## src/rtl/l2_cache_control.sv

```systemverilog
// l2_cache_control: direct-mapped, write-back, write-allocate 16-line L2 controller with tag store.
// The request is latched in IDLE so upstream may drop it mid-operation; memory strobes decode from state only.
module l2_cache_control #(
    parameter int width    = 128,
    parameter int tag_bits = 8
) (
    input  logic             clk_i,
    input  logic             reset_i,
    input  logic             mem_read_i,
    input  logic             mem_write_i,
    input  logic [15:0]      mem_address_i,
    input  logic [width-1:0] mem_wdata_i,
    output logic [width-1:0] mem_rdata_o,
    output logic             mem_resp_o,
    output logic             pmem_read_o,
    output logic             pmem_write_o,
    output logic [15:0]      pmem_address_o,
    output logic [width-1:0] pmem_wdata_o,
    input  logic [width-1:0] pmem_rdata_i,
    input  logic             pmem_resp_i,
    output logic             array_write_o,
    output logic [3:0]       array_index_o,
    output logic [width-1:0] array_datain_o,
    input  logic [width-1:0] array_dataout_i
);
    typedef enum logic [1:0] {IDLE, COMPARE, WRITEBACK, ALLOCATE} state_e;

    state_e              state_q, state_d;
    logic [15:4]         addr_q;
    logic [width-1:0]    wdata_q;
    logic                is_write_q;
    logic [tag_bits-1:0] tag_q [16];
    logic [15:0]         valid_q, valid_d, dirty_q, dirty_d;
    logic [3:0]          idx;
    logic [tag_bits-1:0] ltag;
    logic                hit;
    logic                unused;

    assign unused         = ^mem_address_i[3:0];
    assign idx            = addr_q[7:4];
    assign ltag           = addr_q[15:8];
    assign hit            = valid_q[idx] && tag_q[idx] == ltag;
    assign mem_rdata_o    = array_dataout_i;
    assign pmem_wdata_o   = array_dataout_i;
    assign array_index_o  = state_q == IDLE ? mem_address_i[7:4] : idx;

    always_ff @(posedge clk_i or posedge reset_i) begin
        if (reset_i) begin
            state_q <= IDLE;
            valid_q <= '0;
            dirty_q <= '0;
        end else begin
            state_q <= state_d;
            valid_q <= valid_d;
            dirty_q <= dirty_d;
        end
    end

    // Tags and the request latch need no reset: valid=0 and IDLE mask them.
    always_ff @(posedge clk_i) begin
        if (state_q == IDLE && (mem_read_i || mem_write_i)) begin
            addr_q     <= mem_address_i[15:4];
            wdata_q    <= mem_wdata_i;
            is_write_q <= mem_write_i;
        end
        if (state_q == ALLOCATE && pmem_resp_i)
            tag_q[idx] <= ltag;
    end

    always_comb begin
        state_d        = state_q;
        valid_d        = valid_q;
        dirty_d        = dirty_q;
        mem_resp_o     = 1'b0;
        pmem_read_o    = 1'b0;
        pmem_write_o   = 1'b0;
        array_write_o  = 1'b0;
        array_datain_o = wdata_q;
        pmem_address_o = {ltag, idx, 4'h0};
        case (state_q)
            IDLE: state_d = (mem_read_i || mem_write_i) ? COMPARE : IDLE;
            COMPARE: begin
                if (hit) begin
                    mem_resp_o    = 1'b1;
                    array_write_o = is_write_q;
                    dirty_d[idx]  = dirty_q[idx] | is_write_q;
                    state_d       = IDLE;
                end else
                    state_d = (valid_q[idx] && dirty_q[idx]) ? WRITEBACK : ALLOCATE;
            end
            WRITEBACK: begin
                pmem_write_o   = 1'b1;
                pmem_address_o = {tag_q[idx], idx, 4'h0};
                if (pmem_resp_i) begin
                    dirty_d[idx] = 1'b0;
                    state_d      = ALLOCATE;
                end
            end
            ALLOCATE: begin
                pmem_read_o    = 1'b1;
                array_datain_o = pmem_rdata_i;
                if (pmem_resp_i) begin
                    array_write_o = 1'b1;
                    valid_d[idx]  = 1'b1;
                    dirty_d[idx]  = 1'b0;
                    state_d       = COMPARE;
                end
            end
        endcase
    end
endmodule

```

## config.mk

```make
export PLATFORM = sky130hd
export DESIGN_NAME = l2_cache_control
export DESIGN_NICKNAME = d
export VERILOG_FILES = /design/src/rtl/l2_cache_control.sv
export SDC_FILE = /design/constraint.sdc
export NUM_CORES = 1
export LEC_CHECK = 0
export CORE_AREA = 3 3 317 319
export CTS_CLUSTER_SIZE = 16
export DETAILED_ROUTE_END_ITERATION = 16
export DIE_AREA = 0 0 320 322
export GPL_TIMING_DRIVEN = 0
export PLACE_DENSITY = 0.43
export SYNTH_ARGS = -nofsm -noshare
export SYNTH_HDL_FRONTEND = slang
export SYNTH_SLANG_ARGS = --single-unit
```

## constraint.sdc

```tcl
create_clock -name clk_i -period 7.1 [get_ports clk_i]
set_input_delay 1.42 -clock clk_i [delete_from_list [all_inputs] [get_ports clk_i]]
set_output_delay 1.42 -clock clk_i [all_outputs]
set_load 0.01 [all_outputs]
```

Word-level counts from Yosys, hierarchy flattened
Memory sizes are Yosys's and may differ from the RTL's. A register that Yosys moved wholly into a read port is not among the register bits.
Cells that the tools add are included.
{ "word_totals": {"regBits": 175, "in_bits": 405, "ramBits": 128, "n_memories": 1} }
{ "memory_table": {"columns": ["memory", "words", "word_bits", "read_ports", "rd_clocked_by_memory_dff", "wr", "line", "text"], "rows": [
  ["tag_q", 16, 8, 1, 1, 1, "32", "logic [tag_bits-1:0] tag_q [16];"]
]} }
{ "op_classes": {"eq_ne": 8, "reduce_logical": 12, "n_mux": 29, "n_lt_le_gt_ge": 2, "bitwise_logic": 4} }
{ "ops": {"columns": ["op", "n"], "rows": [
  ["128-bit two-way mux", 1],
  ["16-bit two-way mux", 3],
  ["16-bit case mux with 2 select lines", 1],
  ["16-bit bitwise AND", 1],
  ["16-bit bitwise mux", 1],
  ["16-bit inverter", 1],
  ["16-bit bitwise OR", 1],
  ["1-bit two-way mux", 13],
  ["1-bit binary-select mux with 4-bit select", 2],
  ["8-bit == test", 1],
  ["4-bit two-way mux", 2],
  ["2-bit case mux with 4 select lines", 1],
  ["2-bit two-way mux", 3],
  ["2-bit != test (second input constant)", 3],
  ["1-bit logical AND", 5],
  ["4-bit by 5-bit less-than comparator with 1-bit output (second input constant)", 1],
  ["1-bit demux with 4-bit select", 1],
  ["2-bit == test (second input constant)", 2],
  ["4-bit by 1-bit greater-or-equal comparator with 1-bit output (second input constant)", 1],
  ["2-bit AND reduction", 2],
  ["3-bit AND reduction", 1],
  ["2-bit by 1-bit == test with 1-bit output (second input constant)", 1],
  ["2-bit zero test", 1],
  ["2-bit by 1-bit != test with 1-bit output (second input constant)", 1],
  ["5 further kinds", 5]
]} }

Depth between registers and ports, before layout
Gate-level depths: netlist of run 1.
{ "depth": {"depth_word": 8, "depth_mapped": 13, "depth_no_buf": 8} }

Least setup slack after synthesis of run 1
Ideal clock, no wire load.
{ "synth_path": {"path_type": "input-to-reg", "from": "input mem_write_i", "to": "register (tool-made name)", "setup_time_ns": 0.079, "n_path_buf": 1, "path_slack_ns": 0.816, "path_stages": 3, "t_arrival_ns": 6.204, "cell_sequence": "o21a_1 > clkbuf_1 > mux2_2"} }
{ "synth_lines": {"columns": ["element", "line", "text"], "rows": [
  ["from (decl)", "10", "input logic mem_write_i,"]
]} }

==> metrics.txt, run 1 <==
vias in the first global route=11072; Fin Setup TNS=0 ns; Crit path buffers/inverters=5; initial antenna violation count=24; Synth area leaders=edfxtp_1 (54%), buf_4 (13%), mux2_2 (11%); post-layout util=25.2%; Max clock buf depth=3; R2R cell count=12; setup ws final=0.483 ns; drt via density=3.49; Startpoint Class=flop; Worst setup EP type=output pin; DRT Wirelength=59600 um; Clock transition at path regs=0.06 ns; Post-Synthesis Cell Area=0.0149 mm2; switching power of the nets=2.10 mW; Relative slew margins=11.8%; H-tree Lvls=2; Yosys reg bits=307; Power Dens Cells=280 mW/mm2; Final Cell Area=0.0247 mm2; worst endpoint data arrival time=5.20 ns; combinational share of power=37.8%; Setup WS pre-CTS=1.01 ns; Lkg Pwr=8.82 nW; placed cells=2967; commonest non-fill, non-tap cell in the layout=clkdlybuf4s50_1; Area growth syn-to-layout=65.6%; clk_skew=0.0136 ns; crit path kind=flop to output pin; Critical-path top delay cell=buf_1; Fmax achieved=151 MHz; setup violators final=0; Final #Nets=2127; clk root buf=clkbuf_16; wire length per cell=19.6 um; Yosys cell types=52; # rows=115; Seq pwr share=32.8%; DRC viols=0; fin crit share=93.2%; worst skew pair latency=0.56 ns; syn_area_per_cell=15.0 um2; Async S/R FF share, synth=11.1%; Final Power=6.92 mW; area leader, netlist=edfxtp_1; Peak VDD IR=0.000164 V; CTS tree=built; routed via count=10630; critical path cell sequence=buf_2 -> buf_1 -> mux4_2 -> mux2i_1 -> mux2i_1 -> xnor2_1 -> o2111ai_1 -> or4_1 -> buf_6 -> buf_6 -> o21a_1 -> nor2_1 -> clkdlybuf4s50_1; max_cap viols=0; GR Util All Layers=11.0%; fin crit period=6.62 ns; DIE WIDTH=320 um; fillers=10249; placed cell areas=0.0234 mm2; clock share of power=29.3%; clock buffer count from CTS=40; Yosys warning count=0; fraction of layout cells with a size suffix above 1=30.6%; # IOs=813; Final GP Congestion=0.762; hold path start=valid_q[11]; RSZ-0062 raised after global routing=no; Hold Vio Cnt, Final=0; Initial Util=15.2%; commonest non-fill, non-tap cells in the layout=clkdlybuf4s50_1 (676), edfxtp_1 (269), buf_4 (266); hold path depth=1; Slew Viols, Final=0; Final ANT Viol Nets=0; first-pass GRT wire length=81900 um; r2r endpoint=dirty_q[1]; Die Area=0.103 mm2; CP max FO=10; largest net degree at the start of global routing=56; Crit path max-delay family=buffers and inverters; status=complete, no violations; Hold Path Class=flop to flop; TritonRoute pass-1 iters=4; Die H=322 um; Core ar.=0.0981 mm2; CP max stage delay=0.65 ns; ys flop type=edfxtp_1; CP required=5.68 ns; grt total ovfl=0; post-route insts no fill=3047; post-CTS resize count=0; setup repair bufs after CTS=0; sw frac=30.3%; Detail Placement HPWL=47400 um; port bufs=676; number of synthesized flops with an enable pin=269; Worst-Margin Slew=1.32 ns; Seq/Total Area, Yosys=60.3%; clock sink count=307; synthesized netlist cell count=998; starting DRC count in detailed routing=464; Hold Buf Count CTS=0; Synth top area share=54.1%; internal cell power=4.82 mW; hold slack final=0.459 ns; flop2flop setup slack=2.97 ns; Min-Delay Endpoint=valid_q[11]
-- power groups by stage --
| stage | combinational (mW) | clock, mW | sequential (mW) |
|---|---|---|---|
| after floorplan | 1.31 | 0 | 2.29 |
| after global placement | 2.67 | 0 | 2.35 |
| after detailed placement | 2.67 | 0 | 2.31 |
| after CTS | 2.69 | 2.11 | 2.27 |
| after global routing | 2.81 | 2.18 | 2.29 |
| final | 2.62 | 2.03 | 2.27 |
-- cell usage after synthesis (all sizes together), types with 2 or more instances --
| library cell | instances |
|---|---|
| a2111oi | 2 |
| a21o | 16 |
| a21oi | 2 |
| a22oi | 9 |
| and2 | 3 |
| and3 | 3 |
| buf | 279 |
| clkbuf | 28 |
| dfrtp | 34 |
| dfxtp | 4 |
| edfxtp | 269 |
| inv | 4 |
| mux2 | 142 |
| mux2i | 28 |
| mux4 | 31 |
| nand2 | 21 |
| nand2b | 6 |
| nand3 | 5 |
| nor2 | 22 |
| nor2b | 6 |
| nor3 | 3 |
| o2111ai | 2 |
| o21a | 4 |
| o21ai | 20 |
| o41ai | 16 |
| or2 | 19 |
| xnor2 | 5 |
-- flip-flops by register name (all words and copies together) (netlist names), named ones only --
signal      count
tag_q         128
dirty_q        16
wdata_q       128
state_q         1
valid_q        16
is_write_q      1
addr_q         12
-- final cells by class --
type                            count  area (um2)  share of cell area (%)
Sequential cell                   307        9010                    36.4
Tap cell                         1287        1610                    6.51
Clock buffer                       48        1050                    4.25
Inverter                            5        18.8                  0.0759
Clock inverter                     26         260                    1.05
Timing Repair Buffer              679        6830                    27.6
Buffer                            307        2210                    8.95
Multi-Input combinational cell    382        3710                    15.0
Antenna cell                        6        15.0                  0.0607
-- how the worst max path moves through the flow --
stage	start	endpoint	slack (ns)	depth (start not counted)
floorplan	mem_write_i	flop	0.82	3
global placement	mem_write_i	flop	-2.78	4
detailed placement	flop	array_write_o	1.01	13
CTS	flop	array_write_o	0.33	13
global route	flop	array_write_o	0.18	13
finish	flop	array_write_o	0.48	13
-- routing by layer --
metal	track usage, %	vias to the layer above	wire length (um)
met5	0	-	41
met4	2.84	6	1410
met3	4.48	97	6130
met2	19.6	570	30300
met1	12.0	5067	21700
li1	-	4890	-
-- cells by family (layout without fill, tap and decap cells) --
logic type                after synthesis  count (layout)  share of synthesized area, %
AOI/OAI and AO/OA                      79              79                          3.90
buffers and inverters                 312            1065                          14.9
muxes                                 201             201                          17.4
and+or+nand+nor                        92              92                          3.09
DFF                                   307             307                          60.3
other                                   1              10                        0.0251
xor gates and xnor gates                6               6                         0.352
Note: power is estimated with default switching activity, not from simulation.
==> inputs of run 2 (changes only) <==
--- a/config.mk
+++ b/config.mk
@@ -5,6 +5,7 @@
 export SDC_FILE = /design/constraint.sdc
 export NUM_CORES = 1
 export LEC_CHECK = 0
+export CAP_MARGIN = 25
 export CORE_AREA = 3 3 317 319
 export CTS_CLUSTER_SIZE = 16
 export DETAILED_ROUTE_END_ITERATION = 16
==> metrics.txt, run 2 (synthesis results as in run 1) <==
worst skew pair latency=0.56 ns (about the same); critical path cell sequence=buf_2 -> buf_1 -> mux4_1 -> mux2i_1 -> mux2i_1 -> xnor2_1 -> o2111ai_1 -> or4_1 -> buf_6 -> buf_6 -> o21a_1 -> nor2_1 -> clkdlybuf4s50_1; first-pass GRT wire length=82400 um (+0.59%); Detail Placement HPWL=48700 um (+2.8%); DRT Wirelength=60100 um (+0.82%); wire length per cell=19.6 um (+0.33%); largest net degree at the start of global routing=56 (unchanged); starting DRC count in detailed routing=456 (-1.7%); drt via density=3.48 (-0.14%); fin crit period=6.47 ns (-0.149 ns); worst endpoint data arrival time=5.05 ns (-0.15 ns); Seq pwr share=32.8% (about the same); Reg area=0.00901 mm2 (unchanged); port bufs=676 (unchanged); commonest non-fill, non-tap cells in the layout=clkdlybuf4s50_1 (676), edfxtp_1 (269), buf_4 (268); # rows=115 (unchanged); Hold Path Class=flop to flop; Min-Delay Endpoint=valid_q[5]; R2R cell count=12 (unchanged); clk root buf=clkbuf_16; Relative slew margins=31.9% (+20 points); commonest non-fill, non-tap cell in the layout=clkdlybuf4s50_1; CP max FO=10 (unchanged); sw frac=30.2% (-0.16 points); switching power of the nets=2.09 mW (-0.55%); crit path kind=flop to output pin; Final Power=6.92 mW (about the same); CTS tree=built; Crit path max-delay family=buffers and inverters; Hold Vio Cnt, Final=0 (unchanged); Worst-Margin Slew=1.02 ns (-0.300 ns); r2r endpoint=dirty_q[1]; grt total ovfl=0 (unchanged); fillers=10216 (-0.32%); Fin Setup TNS=0 ns (unchanged); Peak VDD IR=0.000152 V (-7.7%); Multi-input gate area=0.00371 mm2 (-0.13%); Slew Viols, Final=0 (unchanged); Hold Buf Count CTS=0 (unchanged); initial antenna violation count=24 (unchanged); routed via count=10667 (+0.35%); Final GP Congestion=0.762 (unchanged); hold path start=valid_q[5]; GR Util All Layers=11.0% (+0.060 points); setup violators final=0 (unchanged); Die H=322 um (unchanged); flop2flop setup slack=3.10 ns (+0.13 ns); Final ANT Viol Nets=0 (unchanged); clock share of power=28.8% (-0.5 points); Clock transition at path regs=0.06 ns (about the same); Worst setup EP type=output pin; clk_skew=0.0190 ns (+0.00545 ns); fin crit share=91.1% (-2.1 points); post-CTS resize count=0 (unchanged); Lkg Pwr=8.91 nW (+1.1%); hold path depth=1 (unchanged); DIE WIDTH=320 um (unchanged); DRC viols=0 (unchanged); Die Area=0.103 mm2 (unchanged); fraction of layout cells with a size suffix above 1=30.7% (+0.17 points); setup repair bufs after CTS=0 (unchanged); internal cell power=4.83 mW (+0.21%); clock sink count=307 (unchanged); Final #Nets=2144 (+0.80%); CP max stage delay=0.63 ns (-0.02 ns); clock buffer count from CTS=41 (+2.5%); status=complete, no violations; RSZ-0062 raised after global routing=no; hold slack final=0.461 ns (+0.00286 ns); H-tree Lvls=2 (unchanged); Critical-path top delay cell=buf_1; combinational share of power=38.4% (+0.6 points); Area growth syn-to-layout=66.7%; Max clock buf depth=3 (unchanged); Fmax achieved=155 MHz (+2.3%); Startpoint Class=flop; top flop regs=tag_q: 128 flops, wdata_q: 128 flops; Power Dens Cells=278 mW/mm2 (-0.69%); Core ar.=0.0981 mm2 (unchanged); Crit path buffers/inverters=5 (unchanged); # IOs=813 (unchanged); CP required=5.68 ns (about the same); TritonRoute pass-1 iters=5 (+1); Initial Util=15.2% (unchanged); max_cap viols=0 (unchanged); vias in the first global route=11275 (+1.8%)
[run 2: how the worst max path moves through the flow]
stage	startpoint	to	slack (ns)	cells past startpoint
global route	flop	array_write_o	0.24	13
finish	flop	array_write_o	0.63	13
CTS	flop	array_write_o	0.37	13
floorplan	mem_write_i	flop	0.82	3
detailed placement	flop	array_write_o	1.01	13
global placement	mem_write_i	flop	-2.78	4
[run 2: cell type report]
type,count,area share [%]
Sequential cell,307,36.2
Timing Repair Buffer,695,28.3
Multi-Input combinational cell,382,14.9
Buffer,307,8.89
Tap cell,1287,6.47
Clock buffer,53,4.43
Clock inverter,18,0.684
Antenna cell,8,0.0804
Inverter,5,0.0754
[run 2: stage by stage]
stage	instances	cell area, um2	setup WS, ns	utilization [%]
4_1_cts	3054	24900	0.374	25.3
6_report	3062	24900	0.632	25.4
3_3_place_gp	2964	23300	-2.78	23.8
3_5_place_dp	2983	23600	1.01	24.0
2_1_floorplan	1001	14900	0.816	-
5_1_grt	3059	24900	0.236	25.4
[run 2: power groups by stage]
stage | registers, mW | logic [mW] | clock network (mW)
2_1_floorplan | 2.29 | 1.31 | 0
3_3_place_gp | 2.35 | 2.67 | 0
3_5_place_dp | 2.31 | 2.70 | 0
4_1_cts | 2.27 | 2.72 | 2.07
5_1_grt | 2.29 | 2.84 | 2.14
6_report | 2.27 | 2.65 | 1.99
[run 2: metal layers]
layer  vias to the layer above  routed length [um]  GRT usage, %
li1                       4924                   -             -
met1                      5073               22000          12.0
met2                       577               30900          19.6
met3                        87                5960          4.42
met4                         6                1170          3.27
met5                         -                  47             0
